<file path="src/rtl/fc_head_seq.sv">
// Fully-connected output head: multiply-accumulates UNITS hidden values against stored
// weights, adds a bias and returns a saturated sign-magnitude Q1.FRAC_BITS prediction.
module fc_head_seq #(
  parameter int unsigned DATA_WIDTH = 32,
  parameter int unsigned UNITS      = 4,
  parameter int unsigned FRAC_BITS  = 30,
  parameter int unsigned ACC_WIDTH  = 40
) (
  input  logic                  clk,
  input  logic                  rst,
  input  logic                  in_valid,
  output logic                  in_ready,
  input  logic [DATA_WIDTH-1:0] ht0,
  input  logic [DATA_WIDTH-1:0] ht1,
  input  logic [DATA_WIDTH-1:0] ht2,
  input  logic [DATA_WIDTH-1:0] ht3,
  input  logic                  w_wr_en,
  input  logic [2:0]            w_wr_addr,
  input  logic [DATA_WIDTH-1:0] w_wr_data,
  output logic                  wr_err,
  output logic                  out_valid,
  input  logic                  out_ready,
  output logic [DATA_WIDTH-1:0] pred,
  output logic                  ovf
);

  localparam int unsigned MagW  = DATA_WIDTH - 1;
  localparam int unsigned ProdW = 2 * MagW;
  localparam int unsigned IdxW  = (UNITS > 1) ? $clog2(UNITS) : 1;
  localparam int unsigned NumHt = 4;
  localparam logic [ACC_WIDTH-1:0] MaxMag = ACC_WIDTH'((64'd1 << MagW) - 64'd1);

  typedef enum logic [1:0] {StIdle, StMac, StBias, StOut} state_e;

  state_e                      r_state;
  state_e                      w_state_d;
  logic [DATA_WIDTH-1:0]       r_ht [UNITS];
  logic [DATA_WIDTH-1:0]       r_w  [UNITS];
  logic [DATA_WIDTH-1:0]       r_bias;
  logic signed [ACC_WIDTH-1:0] r_acc;
  logic [IdxW-1:0]             r_idx;
  logic [DATA_WIDTH-1:0]       r_pred;
  logic                        r_out_valid;
  logic                        r_ovf;
  logic                        r_wr_err;

  logic [DATA_WIDTH-1:0]       w_ht_in [NumHt];
  logic [DATA_WIDTH-1:0]       w_ht_cur;
  logic [DATA_WIDTH-1:0]       w_w_cur;
  logic signed [ACC_WIDTH-1:0] w_sum;
  logic [ACC_WIDTH-1:0]        w_abs;
  logic                        w_neg;
  logic                        w_sat;
  logic [DATA_WIDTH-1:0]       w_pred_d;
  logic                        w_addr_ok;
  logic                        w_state_wr_ok;
  logic                        w_wr_take;
  logic                        w_wr_drop;

  // Sign-magnitude to two's complement; -0 folds to 0 naturally.
  function automatic logic signed [ACC_WIDTH-1:0] sm_to_tc(input logic [DATA_WIDTH-1:0] v);
    logic signed [ACC_WIDTH-1:0] mag;
    mag = $signed({{(ACC_WIDTH - MagW){1'b0}}, v[MagW-1:0]});
    return v[DATA_WIDTH-1] ? -mag : mag;
  endfunction

  // Fixed-point product, magnitude truncated toward zero before the sign is applied.
  function automatic logic signed [ACC_WIDTH-1:0] mul_sm(input logic [DATA_WIDTH-1:0] a,
                                                         input logic [DATA_WIDTH-1:0] b);
    logic [ProdW-1:0]            prod;
    logic [ProdW-1:0]            shifted;
    logic signed [ACC_WIDTH-1:0] mag;
    prod    = ProdW'(a[MagW-1:0]) * ProdW'(b[MagW-1:0]);
    shifted = prod >> FRAC_BITS;
    mag     = $signed(shifted[ACC_WIDTH-1:0]);
    return (a[DATA_WIDTH-1] ^ b[DATA_WIDTH-1]) ? -mag : mag;
  endfunction

  assign w_ht_in[0] = ht0;
  assign w_ht_in[1] = ht1;
  assign w_ht_in[2] = ht2;
  assign w_ht_in[3] = ht3;

  assign w_ht_cur = r_ht[r_idx];
  assign w_w_cur  = r_w[r_idx];

  assign w_sum    = r_acc + sm_to_tc(r_bias);
  assign w_neg    = w_sum[ACC_WIDTH-1];
  assign w_abs    = w_neg ? $unsigned(-w_sum) : $unsigned(w_sum);
  assign w_sat    = w_abs > MaxMag;
  assign w_pred_d = w_sat ? {w_neg, {MagW{1'b1}}} : {w_neg, w_abs[MagW-1:0]};

  // Coefficients may only change while no computation is reading them.
  assign w_addr_ok     = 32'(w_wr_addr) <= UNITS;
  assign w_state_wr_ok = (r_state == StIdle) || (r_state == StOut);
  assign w_wr_take     = w_wr_en && w_addr_ok && w_state_wr_ok;
  assign w_wr_drop     = w_wr_en && !w_wr_take;

  always_ff @(posedge clk) begin
    if (rst) begin
      r_state <= StIdle;
    end else begin
      r_state <= w_state_d;
    end
  end

  always_comb begin
    w_state_d = r_state;
    unique case (r_state)
      StIdle:  if (in_valid) w_state_d = StMac;
      StMac:   if (r_idx == IdxW'(UNITS - 1)) w_state_d = StBias;
      StBias:  w_state_d = StOut;
      StOut:   if (out_ready) w_state_d = StIdle;
      default: w_state_d = StIdle;
    endcase
  end

  always_ff @(posedge clk) begin
    if (rst) begin
      for (int i = 0; i < int'(UNITS); i++) begin
        r_ht[i] <= '0;
        r_w[i]  <= '0;
      end
      r_bias      <= '0;
      r_acc       <= '0;
      r_idx       <= '0;
      r_pred      <= '0;
      r_out_valid <= 1'b0;
      r_ovf       <= 1'b0;
      r_wr_err    <= 1'b0;
    end else begin
      r_wr_err <= w_wr_drop;
      for (int i = 0; i < int'(UNITS); i++) begin
        if (w_wr_take && (32'(w_wr_addr) == 32'(i))) r_w[i] <= w_wr_data;
      end
      if (w_wr_take && (32'(w_wr_addr) == UNITS)) r_bias <= w_wr_data;

      case (r_state)
        StIdle: begin
          if (in_valid) begin
            for (int i = 0; i < int'(UNITS); i++) begin
              if (i < int'(NumHt)) r_ht[i] <= w_ht_in[i];
            end
            r_acc <= '0;
            r_idx <= '0;
            r_ovf <= 1'b0;
          end
        end
        StMac: begin
          r_acc <= r_acc + mul_sm(w_ht_cur, w_w_cur);
          r_idx <= r_idx + 1'b1;
        end
        StBias: begin
          r_pred      <= w_pred_d;
          r_ovf       <= w_sat;
          r_out_valid <= 1'b1;
        end
        StOut: begin
          if (out_ready) r_out_valid <= 1'b0;
        end
        default: ;
      endcase
    end
  end

  assign in_ready  = (r_state == StIdle) && !rst;
  assign out_valid = r_out_valid;
  assign pred      = r_pred;
  assign ovf       = r_ovf;
  assign wr_err    = r_wr_err;

endmodule

</file>
<file path="config.mk">
export PLATFORM = sky130hd
export DESIGN_NAME = fc_head_seq
export DESIGN_NICKNAME = d
export VERILOG_FILES = /design/src/rtl/fc_head_seq.sv
export SDC_FILE = /design/constraint.sdc
export NUM_CORES = 2
export LEC_CHECK = 0
export CAP_MARGIN = 20
export CORE_MARGIN = 2
export CORE_UTILIZATION = 43
export CTS_BUF_LIST = sky130_fd_sc_hd__clkbuf_8
export DETAILED_ROUTE_END_ITERATION = 8
export PLACE_DENSITY_LB_ADDON = 0.08
export SLEW_MARGIN = 20
export SYNTH_ARGS = -nofsm -noshare
export SYNTH_HDL_FRONTEND = slang
export SYNTH_SLANG_ARGS = --single-unit
</file>
<file path="constraint.sdc">
create_clock -name clk -period 16.8 [get_ports clk]
set_input_delay 2.52 -clock clk [delete_from_list [all_inputs] [get_ports clk]]
set_output_delay 2.52 -clock clk [all_outputs]
set_load 0.005 [all_outputs]
</file>
==> impl_metrics.tcl <==
set metrics [dict create \
    status "finished, final reports clean" \
    rsz0062_at_grt "false" \
    cpMostUsedCell "fa_1" \
    die_w_um 354 \
    worstHoldStart "pred[13]" \
    yosysSeqAreaShare 0.189 \
    grt_pass1_vias 42700 \
    start_util 0.432 \
    ff2ff_path_depth 41 \
    firstDrtPassIters 8 \
    synth_area_leader_cell "fa_1" \
    multi_input_area_um2 38500 \
    netlist_instances 5738 \
    cts.sinks 369 \
    path_clk_slew_ns 0.06 \
    holdPathEnd "pred[13]" \
    ys_warn_count 0 \
    tightest_slew_ns 1.16 \
    fin_skew_ns 0.0676 \
    finalSetupViolations 0 \
    hold_viol 0 \
    vias 40900 \
    maxCapViolations 0 \
    tritoncts "yes" \
    syn_avg_cell_area_um2 9.16 \
    r2r-end "r_acc[39]" \
    grt_use_met1 0.378 \
    syn_nets 7083 \
    cp_max_fo 40 \
    cp_slowest_stage_delay_ns 0.84 \
    rows 128 \
    antenna_found_initial 8 \
    grt_max_degree 129 \
    syn_to_final_growth_pct 9.80 \
    cts_hold_buf 0 \
    via_per_inst 5.47 \
    hold_depth 2 \
    drt_iter0_markers 3260 \
    hp-class "reg2reg" \
    cts_max_level 3 \
    top_usage_layer "met2" \
    fmax_mhz 70.0 \
    routabilityCongestion 0.938 \
    numCtsBuffers 69 \
    synth_flop_cell "edfxtp_1" \
    synthTopCellsByArea "fa_1, edfxtp_1, ha_1" \
    r2r_slack_ns 2.51 \
    drive_above_1_share 0.0540 \
    fin_tns_setup_ns 0 \
    cts_resized 0 \
    cts_root_buf "clkbuf_8" \
    drt-total-wl_um 172000 \
    clockBufferDepth 3 \
    fp.coreArea_um2 122000 \
    overflow 0 \
    ios 204 \
    fin_crit_sh 0.851 \
    crit_arrival_ns 14.90 \
    place.detailed.hpwl_um 138000 \
    portBuffers 203 \
    async_reset_ff_frac 0 \
    grtUsageMet2 0.468 \
    ys_types 90 \
    critical_path_required_ns 17.42 \
    max_slew_margin 0.225 \
    slew_viol_final 0 \
    syn_area_um2 52600 \
    grtUsageTotal 0.279 \
    die_h_um 354 \
    grt.met3_usage 0.0391 \
    seq_area_um2 9960 \
    endpoint_kind "flip-flop" \
    drcViolationCount 0 \
    slowest_stage "o21ai_1" \
    synth-edff-count 256 \
    wl_per_cell_um 23.0 \
    nFillCells 11800 \
    ys_seq_elements 369 \
    drt.antenna.violating_nets 0 \
    postCtsSetupBuffers 0 \
    period_minus_slack_ns 14.29 \
    die_area_um2 125000 \
    insertion_delay_ns 0.74 \
    worst-setup-path-type "reg2reg" \
    netlist.area_leader.share 0.319 \
    grt_pass1_wl_um 264000 \
    nNetsFinal 7151 \
    start_kind "flip-flop" \
]
## stage by stage
| stage | worst slack, ns | cells | hold WS [ns] | util | area [µm²] |
|---|---|---|---|---|---|
| 2_1_floorplan | 5.02 | 5738 | 0.456 | - | 52600 |
| 3_3_place_gp | 2.60 | 7358 | 0.475 | 0.463 | 56300 |
| 3_5_place_dp | 2.54 | 7358 | 0.479 | 0.463 | 56300 |
| 4_1_cts | 2.47 | 7479 | 0.485 | 0.474 | 57600 |
| 5_1_grt | 1.61 | 7483 | 0.497 | 0.475 | 57700 |
| 6_report | 2.51 | 7483 | 0.484 | 0.475 | 57700 |
## critical path, delay by kind of cell (launching register included)
kind | cells | cell delay, ns
flip-flops | 1 | 0.76
AO/OA/AOI/OAI | 17 | 4.53
XOR/XNOR | 3 | 0.77
multiplexers | 1 | 0.41
AND/OR/NAND/NOR | 7 | 2.11
adder cells (fa/ha/maj) | 10 | 4.82
buffers and inverters | 3 | 0.64
## worst max path at each step
stage / startpoint / to / depth (start not counted)
after floorplan: flip-flop / r_acc[34] / 44
after CTS: flip-flop / r_acc[35] / 40
after detailed placement: flip-flop / r_acc[35] / 40
final: flip-flop / r_acc[39] / 41
after global placement: flip-flop / r_acc[35] / 40
after global routing: flip-flop / r_acc[35] / 40
## final cells by class
type                    instances  share of cell area
well taps                    1625              0.0352
multi-input cells            4228               0.667
diodes                          2           0.0000867
flip-flops and latches        369               0.173
clock inverters                48             0.00538
inverters                     841              0.0547
repair buffers                297              0.0481
clock buffers                  73              0.0174
## flip-flops by register name, summed over array words and instances (netlist names), named ones only
register   flops
r_ht         128
r_w          128
r_acc         40
pred          32
r_bias        32
r_idx          2
r_state        2
out_valid      1
ovf            1
wr_err         1
## kinds of logic after synthesis
| family | Yosys count | share of synthesized area |
|---|---|---|
| xor gates and xnor gates | 182 | 0.0303 |
| adders and majority gates | 1177 | 0.400 |
| muxes | 126 | 0.0297 |
| AOI/OAI and AO/OA | 801 | 0.101 |
| buffers and inverters | 1141 | 0.0819 |
| DFF | 369 | 0.189 |
| and+or+nand+nor | 1942 | 0.168 |
## placed cells by master, fill, tap and decap left out, types with 30 or more instances in the layout
cell type,instances
mux2i_1,58
o21ai_0,94
clkdlybuf4s50_1,202
nor2_1,570
a21oi_1,221
nand3_1,33
a22oi_1,30
xnor2_1,120
nand4_1,47
buf_4,93
nor3_1,41
dfxtp_1,111
and2_1,314
clkbuf_8,73
fa_1,838
a21o_1,57
xor2_1,62
o21a_1,63
ha_1,338
o21bai_1,43
inv_1,867
nand2_1,788
mux2_2,48
a31oi_1,37
edfxtp_1,256
## routing by layer
layer / routed length [µm] / vias up / part of all wire
met5: 15 / - / 0.000087
met2: 81900 / 1331 / 0.48
met3: 10800 / 217 / 0.063
met4: 4890 / 2 / 0.028
li1: - / 18600 / -
met1: 74300 / 20800 / 0.43
## synth_stat cells (all sizes together) (9+ instances only)
library cell	instances
inv	841
fa	838
nand2	788
nor2	571
ha	339
and2	315
clkbuf	271
edfxtp	256
a21oi	222
o21ai	144
xnor2	120
dfxtp	113
o21a	64
xor2	62
mux2i	59
a21o	57
mux2	48
nand4	47
o21bai	43
nor3	42
a31oi	37
nand3	33
a22oi	30
buf	29
o31ai	26
nor4	25
a311oi	23
nand2b	22
mux4	19
o211ai	19
o31a	18
a211oi	17
and3	17
nor2b	17
or3	14
a21boi	11
a22o	11
and4	9
or4	9
Power is left out: the tool's default activity adds up to more than one toggle a clock period on the data nets, which glitch-free logic cannot reach.
